**src/rtl/ppi_bus_sequencer.sv**
```systemverilog
// Two-requester sequencer for an 8255-style PPI: boots STATUS and CWR, then
// arbitrates round-robin and runs each access as SETUP/STROBE/HOLD phases.
module ppi_bus_sequencer #(
  parameter int unsigned SETUP_CYC   = 2,
  parameter int unsigned STROBE_CYC  = 4,
  parameter int unsigned HOLD_CYC    = 2,
  parameter logic [7:0]  STATUS_INIT = 8'h00,
  parameter logic [7:0]  CWR_INIT    = 8'hC2
) (
  input  logic       clk,
  input  logic       resetb,
  input  logic       req0_valid,
  input  logic       req0_wr,
  input  logic [2:0] req0_addr,
  input  logic [7:0] req0_wdata,
  output logic       req0_ready,
  output logic       req0_done,
  input  logic       req1_valid,
  input  logic       req1_wr,
  input  logic [2:0] req1_addr,
  input  logic [7:0] req1_wdata,
  output logic       req1_ready,
  output logic       req1_done,
  output logic [7:0] rdata,
  output logic       ppi_rdb,
  output logic       ppi_wrb,
  output logic [2:0] ppi_address,
  output logic [7:0] ppi_data_out,
  output logic       ppi_data_oe,
  input  logic [7:0] ppi_data_in,
  output logic       init_done,
  output logic       busy
);

  typedef enum logic [2:0] {
    INIT_STATUS,
    INIT_CWR,
    IDLE,
    SETUP,
    STROBE,
    HOLD
  } state_t;

  localparam logic [2:0] STATUS_ADDR = 3'b111;
  localparam logic [2:0] CWR_ADDR    = 3'b011;

  // Counters hold "cycles remaining minus one"; a phase ends when it reads zero.
  localparam logic [3:0] SETUP_LD  = 4'(SETUP_CYC - 1);
  localparam logic [3:0] STROBE_LD = 4'(STROBE_CYC - 1);
  localparam logic [3:0] HOLD_LD   = 4'(HOLD_CYC - 1);

  state_t     state, state_next;
  logic [3:0] cnt, cnt_next;
  logic       txn_wr, wr_next;
  logic [2:0] addr_next;
  logic [7:0] wdata_next;
  logic       owner;
  logic       prefer1;
  logic       boot_cwr, boot_cwr_next;
  logic       init_done_next;
  logic       grant0, grant1;
  logic       done0_next, done1_next;
  logic       capture;
  logic       active_next;

  // NOTE: every signal written here gets a default first, so no path through the case leaves one unassigned and no latch is inferred.
  always_comb begin
    state_next     = state;
    cnt_next       = cnt;
    wr_next        = txn_wr;
    addr_next      = ppi_address;
    wdata_next     = ppi_data_out;
    boot_cwr_next  = boot_cwr;
    init_done_next = init_done;
    grant0         = 1'b0;
    grant1         = 1'b0;
    done0_next     = 1'b0;
    done1_next     = 1'b0;
    capture        = 1'b0;

    unique case (state)
      INIT_STATUS: begin
        state_next = SETUP;
        cnt_next   = SETUP_LD;
        wr_next    = 1'b1;
        addr_next  = STATUS_ADDR;
        wdata_next = STATUS_INIT;
      end

      INIT_CWR: begin
        state_next    = SETUP;
        cnt_next      = SETUP_LD;
        wr_next       = 1'b1;
        addr_next     = CWR_ADDR;
        wdata_next    = CWR_INIT;
        boot_cwr_next = 1'b1;
      end

      IDLE: begin
        // Round-robin: req0 wins unless req1 is also waiting and has the turn.
        if (init_done) begin
          if (req0_valid && (!req1_valid || !prefer1)) begin
            grant0 = 1'b1;
          end else if (req1_valid) begin
            grant1 = 1'b1;
          end
        end
        if (grant0) begin
          state_next = SETUP;
          cnt_next   = SETUP_LD;
          wr_next    = req0_wr;
          addr_next  = req0_addr;
          wdata_next = req0_wdata;
        end else if (grant1) begin
          state_next = SETUP;
          cnt_next   = SETUP_LD;
          wr_next    = req1_wr;
          addr_next  = req1_addr;
          wdata_next = req1_wdata;
        end
      end

      SETUP: begin
        if (cnt == 4'd0) begin
          state_next = STROBE;
          cnt_next   = STROBE_LD;
        end else begin
          cnt_next = cnt - 4'd1;
        end
      end

      STROBE: begin
        if (cnt == 4'd0) begin
          state_next = HOLD;
          cnt_next   = HOLD_LD;
          capture    = !txn_wr;
        end else begin
          cnt_next = cnt - 4'd1;
        end
      end

      HOLD: begin
        if (cnt == 4'd0) begin
          if (!init_done) begin
            if (boot_cwr) begin
              state_next     = IDLE;
              init_done_next = 1'b1;
            end else begin
              state_next = INIT_CWR;
            end
          end else begin
            state_next = IDLE;
            done0_next = !owner;
            done1_next = owner;
          end
        end else begin
          cnt_next = cnt - 4'd1;
        end
      end

      default: state_next = INIT_STATUS;
    endcase
  end

  assign active_next = (state_next == SETUP) || (state_next == STROBE) || (state_next == HOLD);

  // Outputs are registered from the next-state decode so they line up with the state register.
  // NOTE: sequential state uses non-blocking assignments so every flop samples pre-edge values.
  always_ff @(posedge clk or negedge resetb) begin
    if (!resetb) begin
      state        <= INIT_STATUS;
      cnt          <= 4'd0;
      txn_wr       <= 1'b0;
      owner        <= 1'b0;
      prefer1      <= 1'b0;
      boot_cwr     <= 1'b0;
      init_done    <= 1'b0;
      busy         <= 1'b1;
      req0_ready   <= 1'b0;
      req1_ready   <= 1'b0;
      req0_done    <= 1'b0;
      req1_done    <= 1'b0;
      rdata        <= 8'h00;
      ppi_rdb      <= 1'b1;
      ppi_wrb      <= 1'b1;
      ppi_address  <= 3'b000;
      ppi_data_out <= 8'h00;
      ppi_data_oe  <= 1'b0;
    end else begin
      state        <= state_next;
      cnt          <= cnt_next;
      txn_wr       <= wr_next;
      boot_cwr     <= boot_cwr_next;
      init_done    <= init_done_next;
      busy         <= (state_next != IDLE);
      req0_ready   <= grant0;
      req1_ready   <= grant1;
      req0_done    <= done0_next;
      req1_done    <= done1_next;
      ppi_address  <= addr_next;
      ppi_data_out <= wdata_next;
      ppi_data_oe  <= wr_next && active_next;
      ppi_wrb      <= !((state_next == STROBE) && wr_next);
      ppi_rdb      <= !((state_next == STROBE) && !wr_next);
      if (grant0) begin
        owner   <= 1'b0;
        prefer1 <= 1'b1;
      end else if (grant1) begin
        owner   <= 1'b1;
        prefer1 <= 1'b0;
      end
      if (capture) begin
        rdata <= ppi_data_in;
      end
    end
  end

endmodule

```
**config.mk**
```make
export PLATFORM = sky130hd
export DESIGN_NAME = ppi_bus_sequencer
export DESIGN_NICKNAME = d
export VERILOG_FILES = /design/src/rtl/ppi_bus_sequencer.sv
export SDC_FILE = /design/constraint.sdc
export NUM_CORES = 1
export LEC_CHECK = 0
export BUFFER_PORTS_ARGS = -buffer_cell sky130_fd_sc_hd__clkbuf_2
export CAP_MARGIN = 10
export CELL_PAD_IN_SITES_DETAIL_PLACEMENT = 0
export CELL_PAD_IN_SITES_GLOBAL_PLACEMENT = 2
export CORE_ASPECT_RATIO = 0.7
export CORE_MARGIN = 4
export CORE_UTILIZATION = 30
export CTS_CLUSTER_DIAMETER = 60
export DETAILED_ROUTE_END_ITERATION = 6
export PLACE_DENSITY_LB_ADDON = 0.3
export REMOVE_ABC_BUFFERS = 1
export SYNTH_ARGS = -nofsm -noshare
export SYNTH_HDL_FRONTEND = slang
export SYNTH_SLANG_ARGS = --single-unit
```
**constraint.sdc**
```tcl
create_clock -name clk -period 2.5 [get_ports clk]
set_clock_uncertainty 0.1 [all_clocks]
set_input_delay 0.25 -clock clk [delete_from_list [all_inputs] [get_ports clk]]
set_output_delay 0.25 -clock clk [all_outputs]
set_load 0.01 [all_outputs]
```
After elaboration in Yosys (flattened, before gate mapping)
Cells that the tools add are included.
W data, S select, Z words.

word-level totals
  flip-flop bits (word level) = 39
  input bits = 36
  word-level logic and storage cells = 99

cells by class
  add/subtract/negate cells = 1
  eq/ne operators = 11
  multiplexer cells = 46
  reduce and logical (&&, ||, !) cells = 23

operator list
  cell                   number
  $mux W1                25
  $mux W3                8
  $pmux W8 S3            1
  $mux W4                5
  $pmux W4 S5            1
  $mux W8                2
  $pmux W3 S5            1
  $eq A3 B3 Y1 const B   4
  $eq A3 B2 Y1 const B   3
  $pmux W3 S3            1
  $logic_not A1 Y1       7
  $reduce_bool A5 Y1     1
  $logic_and A1 B1 Y1    4
  $logic_not A4 Y1       1
  $reduce_and A2 Y1      2
  $sub A4 B1 Y4 const B  1
  $eq A3 B1 Y1 const B   1
  $logic_not A3 Y1       1
  $logic_or A1 B1 Y1     3
  $ne A3 B2 Y1 const B   1
  $ne A3 B3 Y1 const B   1
  $reduce_and A3 Y1      1
  $reduce_bool A3 Y1     1
  $mux W2                1
  4 further kinds        4

Logic depth before layout (Yosys ltp)
  word-level depth = 13
  mapped depth = 6

Worst setup path after synthesis
Ideal clock, no wire load.

  path kind = reg-to-reg
  from = reg cnt[0]
  to = reg rdata[0]
  data arrival time = 1896 ps
  required time = 2275 ps
  slack = 378 ps
  cell stages (with the launch flop) = 7
  buffers on the path = 1
  period minus slack after synthesis = 2122 ps
  cell sequence = dfrtp_1 inv_1 ha_1 or4b_4 or3_1 buf_6 mux2_4

between the ends
  cells in the longest elaborated chain, start to end = 3

ends and longest elaborated chain
  element                   RTL line  RTL
  start: declaration        53        logic [3:0] cnt, cnt_next;
  start signal: assignment  191       cnt <= cnt_next;
  $logic_not A4 Y1          133       if (cnt == 4'd0) begin
  $mux W1                   133
  $mux W1                   81        unique case (state)
  end signal: assignment    213       rdata <= ppi_data_in;
  end: declaration          24        output logic [7:0] rdata,

No other way between the ends.
A chain may end at the register's enable or synchronous reset.

Final worst setup path
  from = reg cnt[0]
  to = reg rdata[5]

Same word-level chain as after synthesis.

==> results.toml <==
[power]
switching_share = 0.3707
power.ir.vdd_worst_uv = 323.2
p_switching_uw = 863.6
pwr-share-comb = 0.407
power_leakage_uw = 0.001201
clkPwrFrac = 0.183
power.density_nw_per_um2 = 969.8
design_power_total_uw = 2330
power_report.internal_total_uw = 1466
share_seq_of_total_power = 0.410

[setup_path]
crit_chain = "inv_1 -> ha_1 -> or4b_4 -> or3_1 -> mux2_4"
worst-endpoint-required_ns = 2.57
worst_setup_path_end_kind = "flop"
timing.critical_path.slowest_stage_cell = "sky130_fd_sc_hd__or3_1"
path_delay_family = "simple AND/OR/NAND/NOR gates"
timing.critical_path.fanout_max = 8
wp_data_arrival_ns = 2.44
critPathLaunchType = "flop"
critical_path_buf_inv_count = 1
worst-setup-path-type = "flop to flop"
crit_path_max_incr_delay_ns = 0.55
timing.reg2reg.setup_slack_ns = 0.13

[timing]
rsz0062_at_grt = "no"
achievable-frequency_mhz = 421.8
slew_worst_pin_ns = 0.5670
max_slew_violations = 0
hold_viol_final = 0
whs_ns = 0.09228
setup_violations = 0
final.min_clock_period_ns = 2.371
worst_slew_margin_rel = 0.6186
post-route-period-util = 0.9484
fin_tns_setup_ns = 0

[yosys]
synth-seq-cells = 39
post_synth_xor_area_fraction = 0
post_synth_and_or_nand_nor_area_fraction = 0.1613
netlist-cell-type-count = 44
yosysSeqAreaShare = 0.5175
synthCells = 172
synth_edf_count = 0
portion_of_netlist_area_occupied_by_mux_cells = 0.1163
synth_top_family_by_area = "simple AND/OR/NAND/NOR gates"
yosys.area_share.adder = 0.006609
yosys_synthesis_warning_count = 0
synthesis.area_sq_um = 1893
asyncSetResetFlopFracSynth = 1.000
synth_area_per_cell_sq_um = 11.01
synth_compound_area_frac = 0.1599
dominant_synthesized_flop_cell = "sky130_fd_sc_hd__dfrtp_1"

[clock_tree]
htree_levels = 2
insertion_delay_ns = 0.29
cts_num_sinks = 39
cts_tree = "built"
ctsLongestPathBuffers = 2
ctsRootBufferMaster = "sky130_fd_sc_hd__clkbuf_8"
tritoncts.num_buffers = 5
path_clk_slew_ns = 0.07

[route]
first_pass_detailed_route_iteration_total = 4
wl_mm = 4.782
detail_route.iter0.violations = 90
wl_per_cell_um = 15.09
viasPerCell = 4.874
drt_drc_violations_left = 0
vias = 1545
drt.antenna.violating_nets = 0

[placed_design]
gpl.final_weighted_congestion = 0.7805
placement.io_buffers = 63
dp_hpwl_mm = 3.579

[floorplan]
die_height_um = 74.46
core_sq_um = 5928
initial_utilization = 0.3193
die_area_sq_um = 7665
die_w_um = 102.9
top_level_ports = 64
std_cell_rows = 23

[finish]
antennaDiodeCount = 0
area.growth.synth_to_final_pct = 26.90
nNetsFinal = 279
drive_gt1_frac = 0.3843

[hold_path]
timing.hold.worst.class = "input pin to flop"

[grt]
grt_start_max_net_pins = 40
gr-total-overflow = 0
global_route_wire_length_before_repair_mm = 7.645
antenna_violations_before_repair = 0
grt_pass1_vias = 1519
groute.usage.overall = 0.1325

[run_status]
outcome = "finished, final reports clean"

[flow_run]
maxCapViolations = 0
layer usage:
metal | track usage | wire [um] | up-vias
met2 | 0.1670 | 1847 | 56
met4 | 0.06034 | 104 | 0
li1 | - | - | 771
met1 | 0.2015 | 2476 | 709
met5 | 0 | 0 | -
met3 | 0.04217 | 354 | 9
state kept, by name, summed over array words and instances (netlist names), 3 cells and up:
| signal | cells |
|---|---|
| ppi_address | 3 |
| cnt | 4 |
| ppi_data_out | 8 |
| state | 3 |
| rdata | 8 |
logic make-up (layout without fill, tap and decap cells):
| kind of cell | after synthesis | after routing |
|---|---|---|
| and+or+nand+nor | 54 | 54 |
| DFF | 39 | 39 |
| muxes | 18 | 18 |
| AOI/OAI and AO/OA | 45 | 45 |
| buffers and inverters | 15 | 85 |
| adders and majority gates | 1 | 1 |
worst reg2reg max path, delay by kind of cell (launching register included):
| family | cells | cell delay, ns |
|---|---|---|
| simple gates | 2 | 1.06 |
| flops | 1 | 0.42 |
| buf+inv | 1 | 0.07 |
| mux | 1 | 0.38 |
| fa+ha+maj | 1 | 0.24 |
through the flow:
| step | instance area (sq um) | setup slack [ns] | utilization | cells |
|---|---|---|---|---|
| after detailed placement | 2305 | 0.1196 | 0.3888 | 309 |
| after global placement | 2305 | 0.1694 | 0.3888 | 309 |
| after CTS | 2402 | 0.1100 | 0.4052 | 317 |
| after global routing | 2402 | 0.02664 | 0.4052 | 317 |
| after floorplan | 1851 | 0.2926 | - | 165 |
| final | 2402 | 0.1290 | 0.4052 | 317 |
area by class of cell:
cell class                 count  area (sq um)
inverter                       8         30.03
clock inverter                 1         5.005
timing repair buffer          70         370.4
sequential                    39         979.7
tap                           75         93.84
multi-input combinational    118         840.8
fill                         600          3526
clock buffer                   6         82.58
timing repair:
| action | in CTS | in global routing |
|---|---|---|
| endpoints found under the hold margin | 36 | 0 |
| buffers inserted | 0 | 0 |
| hold buffers | 1 | 0 |
| setup endpoints to repair | 0 | 0 |
| gates resized for setup | 0 | 0 |
Yosys cell counts (all sizes together) (2+ instances only):
master | instances | area, sq um
nand3 | 5 | 25.02
nand2 | 14 | 52.55
o21bai | 2 | 15.01
and3 | 2 | 12.51
a31oi | 3 | 18.77
nor2 | 9 | 33.78
a32oi | 3 | 26.28
a21boi | 2 | 15.01
o211ai | 2 | 15.01
dfrtp | 36 | 900.9
nor3b | 2 | 15.01
or3b | 4 | 35.03
a21oi | 3 | 15.01
nand2b | 4 | 25.02
nor2b | 2 | 12.51
buf | 3 | 27.52
dfstp | 3 | 78.83
a211oi | 2 | 15.01
a221o | 2 | 20.02
a21o | 2 | 15.01
nor4 | 2 | 12.51
inv | 8 | 30.03
mux2i | 10 | 100.1
nor3 | 3 | 15.01
o21ai | 16 | 80.08
mux2 | 8 | 120.1
clkbuf | 4 | 15.01
worst paths after layout:
kind                           startpoint   endpoint  cells past startpoint
setup / recovery                   cnt[0]   rdata[5]                      5
max in group asynchronous          resetb    ppi_wrb                      3
setup reg to reg                   cnt[0]   rdata[5]                      5
min in group asynchronous          resetb     cnt[1]                      3
hold / removal             ppi_data_in[1]   rdata[1]                      2
hold reg to reg                     owner  req0_done                      1
power by group through the flow:
stage / registers, uW / logic [uW] / clock network (uW)
2_1_floorplan: 1020 / 538 / 0
3_3_place_gp: 971 / 966 / 0
3_5_place_dp: 966 / 956 / 0
4_1_cts: 956 / 960 / 453
5_1_grt: 982 / 1080 / 485
6_report: 955 / 948 / 427
cells in the final DEF (no fill, tap or decap), drive strengths merged, types with 3 or more instances in the layout:
cell / n
nand2: 14
clkbuf: 69
nor3: 3
a32oi: 3
a31oi: 3
dfstp: 3
mux2i: 10
buf: 6
a21oi: 3
o21ai: 16
nand3: 5
dfrtp: 36
or3b: 4
mux2: 8
nand2b: 4
inv: 8
nor2: 9
No activity file was read; power rests on OpenSTA's default activity.
